### src/rtl/spm_dma.sv
// Block-copy / block-fill engine that drives the scratchpad MEM port while busy.
// Copy takes three cycles per word (read, latch, write); fill writes one word per cycle.
module spm_dma #(
    parameter int ADDR_W = 12,
    parameter int DATA_W = 32,
    parameter int LEN_W  = 13
) (
    input  logic              clk,
    input  logic              reset,
    input  logic              start,
    input  logic              mode,
    input  logic [ADDR_W-1:0] src_addr,
    input  logic [ADDR_W-1:0] dst_addr,
    input  logic [LEN_W-1:0]  len,
    input  logic [DATA_W-1:0] fill_data,
    input  logic              abort,
    output logic              busy,
    output logic              done,
    output logic [ADDR_W-1:0] spm_addr,
    output logic              spm_as_,
    output logic              spm_rw,
    output logic [DATA_W-1:0] spm_wr_data,
    input  logic [DATA_W-1:0] spm_rd_data
);

    typedef enum logic [2:0] {IDLE, RD, LATCH, WR, DONE} state_t;

    state_t            state;
    logic              mode_q;
    logic [ADDR_W-1:0] src_q;
    logic [ADDR_W-1:0] dst_q;
    logic [LEN_W-1:0]  len_q;
    logic [LEN_W-1:0]  idx;
    logic [DATA_W-1:0] fill_q;
    logic [DATA_W-1:0] data_q;

    logic [LEN_W-1:0]  idx_nxt;
    logic [ADDR_W-1:0] idx_a;
    logic [ADDR_W-1:0] idx_nxt_a;

    assign idx_nxt   = idx + LEN_W'(1);
    assign idx_a     = idx[ADDR_W-1:0];
    assign idx_nxt_a = idx_nxt[ADDR_W-1:0];

    // Write data is a pure decode of latched registers, so it never follows inputs.
    assign spm_wr_data = mode_q ? fill_q : data_q;

    always_ff @(posedge clk or posedge reset) begin
        if (reset) begin
            state    <= IDLE;
            busy     <= 1'b0;
            done     <= 1'b0;
            spm_as_  <= 1'b1;
            spm_rw   <= 1'b1;
            spm_addr <= '0;
            mode_q   <= 1'b0;
            src_q    <= '0;
            dst_q    <= '0;
            len_q    <= '0;
            idx      <= '0;
            fill_q   <= '0;
            data_q   <= '0;
        end else if (abort && state != IDLE) begin
            // A write strobed this cycle is still sampled by the SPM at this edge.
            state   <= IDLE;
            busy    <= 1'b0;
            done    <= 1'b0;
            spm_as_ <= 1'b1;
        end else begin
            case (state)
                IDLE: begin
                    if (start) begin
                        mode_q <= mode;
                        src_q  <= src_addr;
                        dst_q  <= dst_addr;
                        len_q  <= len;
                        fill_q <= fill_data;
                        idx    <= '0;
                        if (len == '0) begin
                            state <= DONE;
                            done  <= 1'b1;
                        end else if (mode) begin
                            state    <= WR;
                            busy     <= 1'b1;
                            spm_as_  <= 1'b0;
                            spm_rw   <= 1'b0;
                            spm_addr <= dst_addr;
                        end else begin
                            state    <= RD;
                            busy     <= 1'b1;
                            spm_as_  <= 1'b0;
                            spm_rw   <= 1'b1;
                            spm_addr <= src_addr;
                        end
                    end
                end
                RD: begin
                    state   <= LATCH;
                    spm_as_ <= 1'b1;
                end
                LATCH: begin
                    state    <= WR;
                    data_q   <= spm_rd_data;
                    spm_as_  <= 1'b0;
                    spm_rw   <= 1'b0;
                    spm_addr <= dst_q + idx_a;
                end
                WR: begin
                    idx <= idx_nxt;
                    if (idx_nxt == len_q) begin
                        state   <= DONE;
                        busy    <= 1'b0;
                        done    <= 1'b1;
                        spm_as_ <= 1'b1;
                    end else if (mode_q) begin
                        spm_addr <= dst_q + idx_nxt_a;
                    end else begin
                        state    <= RD;
                        spm_rw   <= 1'b1;
                        spm_addr <= src_q + idx_nxt_a;
                    end
                end
                DONE: begin
                    state <= IDLE;
                    done  <= 1'b0;
                end
                default: begin
                    state   <= IDLE;
                    busy    <= 1'b0;
                    done    <= 1'b0;
                    spm_as_ <= 1'b1;
                end
            endcase
        end
    end

endmodule

### config.mk
export PLATFORM = sky130hd
export DESIGN_NAME = spm_dma
export DESIGN_NICKNAME = d
export VERILOG_FILES = /design/src/rtl/spm_dma.sv
export SDC_FILE = /design/constraint.sdc
export NUM_CORES = 1
export LEC_CHECK = 0
export CELL_PAD_IN_SITES_DETAIL_PLACEMENT = 2
export CELL_PAD_IN_SITES_GLOBAL_PLACEMENT = 2
export CORE_UTILIZATION = 32
export DETAILED_ROUTE_END_ITERATION = 7
export PLACE_DENSITY_LB_ADDON = 0.25
export SLEW_MARGIN = 20
export SYNTH_ARGS = -nofsm -noshare
export SYNTH_HDL_FRONTEND = slang
export SYNTH_SLANG_ARGS = --single-unit
### constraint.sdc
create_clock -name clk -period 4.9 [get_ports clk]
set_input_delay 0.98 -clock clk [delete_from_list [all_inputs] [get_ports clk]]
set_output_delay 0.98 -clock clk [all_outputs]
set_load 0.01 [all_outputs]
After elaboration in Yosys (flattened, before gate mapping)
Index checks and enable logic that the tools add are counted.

word-level totals
  flip-flop bits (word level) = 134
  input port bits = 106
  output and inout port bits = 48
  logic and storage cells = 88

operators by class
  add/subtract/negate cells = 4
  eq/ne operators = 17
  multiplexer cells = 36
  bitwise logic cells = 1
  reductions and logical operators = 17

operator list
  kind                                                   count
  2-to-1 mux 12 bit                                      5
  adder 12 bit                                           3
  case mux 12 bit (3 select lines)                       1
  2-to-1 mux 32 bit                                      1
  case mux 13 bit (2 select lines)                       1
  2-to-1 mux 1 bit                                       16
  2-to-1 mux 3 bit                                       5
  adder 13 x 1 -> 13 bit, second input constant          1
  == test 13 bit                                         1
  logical NOT 13 bit                                     1
  2-to-1 mux 13 bit                                      1
  inequality test 3 bit, second input constant           4
  case mux 3 bit (4 select lines)                        1
  AND reduction 4 bit                                    3
  inequality test 2 bit, second input constant           5
  case mux 1 bit (3 select lines)                        3
  == test 3 x 2 -> 1 bit, second input constant          2
  AND reduction 3 bit                                    2
  AND reduction 6 bit                                    1
  nonzero test 3 bit                                     2
  AND reduction 5 bit                                    1
  inequality test 2 x 1 -> 1 bit, second input constant  2
  inequality test 4 bit, second input constant           1
  case mux 1 bit (4 select lines)                        1
  10 further kinds                                       11

Longest topological paths before layout
  word-level depth = 5
  gate-level depth with buffers = 14
  mapped depth without buffers = 13

Worst setup path after synthesis
No wires, ideal clock.

  kind = register to register
  from = register mode_q
  to = register spm_addr[10]
  library setup time = 0.079 ns
  arrival = 3.143 ns
  path slack = 1.678 ns
  stages on the path, launching flop included = 14
  buffers on the path = 2
  path through = dfrtp_1 > clkbuf_1 > clkbuf_1 > mux2_2 > ha_1 > fa_1 > a211oi_1 > o21ai_0 > a21o_1 > a21oi_1 > o21bai_1 > mux2i_1 > o211ai_1 > mux2i_1

on the way
  longest elaborated chain between the ends = 3

ends and longest elaborated chain
  what                              line  RTL
  start, declared                   29    logic mode_q;
  start signal, assigned            73    mode_q <= mode;
  2-to-1 mux 12 bit                 115   end else if (mode_q) begin
  2-to-1 mux 12 bit                 110   if (idx_nxt == len_q) begin
  case mux 12 bit (3 select lines)  70    case (state)
  end signal, assigned              106   spm_addr <= dst_q + idx_a;
  end signal, assigned              116   spm_addr <= dst_q + idx_nxt_a;
  end signal, assigned              120   spm_addr <= src_q + idx_nxt_a;
  end, declared                     19    output logic [ADDR_W-1:0] spm_addr,

No other way between the ends. The select of a mux whose other input is x is not followed.
A chain may end at the register's enable or synchronous reset.

Worst setup path after layout
  from = register idx[0]
  to = register spm_addr[5]

on the way
  longest elaborated chain between the ends = 5
  elaborated cells between the ends (all ways) = 10

ends and longest elaborated chain
  what                              line      RTL
  start, declared                   33        logic [LEN_W-1:0] idx;
  start signal, assigned            109       idx <= idx_nxt;
  adder 13 x 1 -> 13 bit            41        assign idx_nxt = idx + LEN_W'(1);
  adder 12 bit (on tied branches)   120, 116
  2-to-1 mux 12 bit                 115
  2-to-1 mux 12 bit                 110
  case mux 12 bit (3 select lines)  70

Parallel ways exist; a longest one is shown, timed or not. The select of a mux whose other input is x is not followed.

==> metrics <==
status finished, final reports clean; Num CTS Buffers 17; MaxCap Viol Count 0; Pwr Density 608 mW/mm²; largest net degree at the start of global routing around 80; fmax 0.276 GHz; Antenna Violating Nets Remaining 0; CTS Buffer Depth 2; internal power ~3.8 mW; first drt pass iteration count 4; Worst-path clk slew roughly 0.070 ns; initial antenna violation count 1; layout cell share with drive strength beyond 1 14.7%; Iteration-0 DRC Markers roughly 180; Yosys Warn Count 0; Mapped Area 0.00771 mm²; Post-synth top flop dfrtp_1; WP data required 5.20 ns; Final Hold Vio Count 0; Peak VDD IR roughly 0.00025 V; setup ws final 1.28 ns; final instance area 0.0101 mm²; top-area cell type share of the netlist area 42.8%; Clk pwr share 21.1%; vias in the first global route 7459; Via density 5.07; placed cell areas around 0.0095 mm²; final critical-path share of the clock period between 70 and 80%; post-synth cell types 60; Post-synth ARST share 100%; syn nets 953; Worst path slowest cell a21oi_2; RSZ-0062 raised after global routing no; net switching share of the total power about two fifths; Met2 Routed Length 13100 µm; Reg power frac 32.8%; initial core utilization 32.8%; Vias 6530; Synth Area per Inst ~9.4 µm²; GP Congestion 0.831; Core ar. 0.0235 mm²; cell chosen for the clock root clkbuf_16; wl on met1 10600 µm; final-layout fill cell count 2583; Area contributors post-synth dfrtp_1, mux2_2, nand2_1, ha_1, o21ai_0; Slew @ Worst Pin 1.03 ns; H-tree levels 4; Final Skew 0.0175 ns; I/O pins 154; synthesized flop and latch total 134; die area 0.0247 mm²; Skew-Pair Late Insertion Delay between 0.4 and 0.5 ns; Crit Path Max Fanout 14; Leak between 4 and 5 nW; sw power 2.39 mW; WS Path Type flop to flop; Post-DP HPWL 17700 µm; first-pass GRT wire length 41200 µm; Final Max Tran Viols 0; WL/cell 19.7 µm; startpoint class of the critical path flop; Tmin final 3.62 ns; dpl ws 1.29 ns; max incr delay on CP about 0.79 ns; # rows 56; critical path arrival slightly below 4 ns; # Post-CTS Setup Buffers 0; WL met3 1210 µm; Setup crit start idx[0]; Setup TNS 0 ns; Post-CTS Resized 0; synthesized instance count 822; residual DRC count 0; GR Util All Layers 22.0%; Area Overhead vs Synth 31.2%; CP cell instances ha_1 -> and4_1 -> and3_1 -> xnor3_1 -> o2111a_1 -> nand4_2 -> o21ai_2 -> a21oi_2 -> mux2_2; hold-fix buffers at CTS 0; EDFF count, synth 0; clk sinks 134; top layer in use met4; CP endpoint kind flop; CTS tree done; PortBufs 153; gr ovfl total 0; # nets final ~1100; number of diodes 0; Hold Crit Start fill_q[4]; leading area contributor after synthesis dfrtp_1; hold crit path type flop to flop; Comb pwr share 46.1%; Routed WL about 25000 µm; RR Startpoint idx[0]; Slew Limit Headroom 31.1%; final setup fails 0; Die Y 157 µm; die width between 150 and 200 µm; sequential area share after synthesis about 43%
[logic make-up (layout without fill, tap and decap cells)]
kind of cell / after synthesis / count (layout) / share of synthesized area [%]
XOR/XNOR: 38 / 38 / 4.49
AO/OA/AOI/OAI: 133 / 133 / 11.3
adder cells (fa/ha/maj): 25 / 25 / 4.25
flip-flops: 134 / 134 / 43.5
AND/OR/NAND/NOR: 328 / 328 / 18.2
multiplexers: 102 / 102 / 14.9
buffers and inverters: 62 / 210 / 3.32
[state kept, by name, summed over array words and instances (netlist names)]
register  count
spm_rw        1
dst_q        12
spm_as_       1
spm_addr     12
len_q        13
mode_q        1
src_q        12
done          1
idx          13
fill_q       32
busy          1
state         3
data_q       32
[power by group through the flow]
stage / Combinational [mW] / Sequential (mW) / Clock (mW)
3_3_place_gp: 2.79 / 2.02 / 0
2_1_floorplan: 1.83 / 1.86 / 0
5_1_grt: 3.14 / 2.09 / 1.38
4_1_cts: 2.90 / 2.03 / 1.34
3_5_place_dp: 2.87 / 2.03 / 0
6_report: 2.84 / 2.02 / 1.30
[synthesized netlist by cell type (15+ instances only)]
library cell    n
xnor2_1        22
o21ai_0        41
clkbuf_1       34
a21oi_1        25
inv_1          17
mux2i_1        16
nand2_1       231
dfrtp_1       132
mux2_2         81
xor2_1         15
nor2_1         35
ha_1           23
[area by class of cell]
class / instances / area, µm² / share of cell area [%]
Clock buffer: 17 / 425 / 4.20
Timing Repair Buffer: 161 / 1600 / 15.8
Tap cell: 319 / 399 / 3.94
Clock inverter: 15 / 156 / 1.54
Multi-Input combinational cell: 626 / 4110 / 40.6
Inverter: 17 / 68.8 / 0.680
Sequential cell: 134 / 3360 / 33.2
[critical path, delay by kind of cell (launching register included)]
| family | cells | cell delay (ns) |
|---|---|---|
| AO/OA/AOI/OAI | 3 | 1.02 |
| XOR/XNOR | 1 | 0.24 |
| adder cells (fa/ha/maj) | 1 | 0.42 |
| flip-flops | 1 | 0.56 |
| multiplexers | 1 | 0.42 |
| AND/OR/NAND/NOR | 3 | 0.81 |
[per-layer routing]
metal  GRT usage (%)  vias up
li1                -     3083
met1            25.3     3294
met2            39.7      125
met3            5.62       28
met4            6.47        0
met5               0        -
[through the flow]
| stage | util [%] | hold slack [ns] | instances | total power [mW] |
|---|---|---|---|---|
| CTS | 43.0 | 0.480 | 1289 | 6.26 |
| finish | 43.0 | 0.473 | 1289 | 6.15 |
| global route | 43.0 | 0.511 | 1289 | 6.61 |
| floorplan | - | 0.440 | 822 | 3.69 |
| detailed placement | 40.5 | 0.462 | 1257 | 4.90 |
| global placement | 40.5 | 0.456 | 1257 | 4.81 |
[path summary, 6_finish.rpt]
check,end,slack (ns),depth (start not counted)
worst min-delay path,fill_q[4],0.47,2
worst min register to register,fill_q[4],0.47,2
max in group asynchronous,fill_q[13],2.95,3
worst max-delay path,spm_addr[5],1.28,9
worst max register to register,spm_addr[5],1.28,9
min in group asynchronous,src_q[8],1.06,2
[layout by cell type (no fill, tap or decap), drive strengths merged, types with 15 or more instances in the layout]
| cell | netlist | routed |
|---|---|---|
| nand2 | 231 | 231 |
| inv | 17 | 28 |
| dfrtp | 132 | 132 |
| nor2 | 36 | 36 |
| clkdlybuf4s50 | 0 | 153 |
| a21oi | 26 | 26 |
| clkbuf | 35 | 17 |
| xor2 | 15 | 15 |
| mux2 | 86 | 86 |
| mux2i | 16 | 16 |
| xnor2 | 22 | 22 |
| o21ai | 42 | 42 |
| ha | 23 | 23 |
Note: power is estimated with default switching activity, not from simulation.
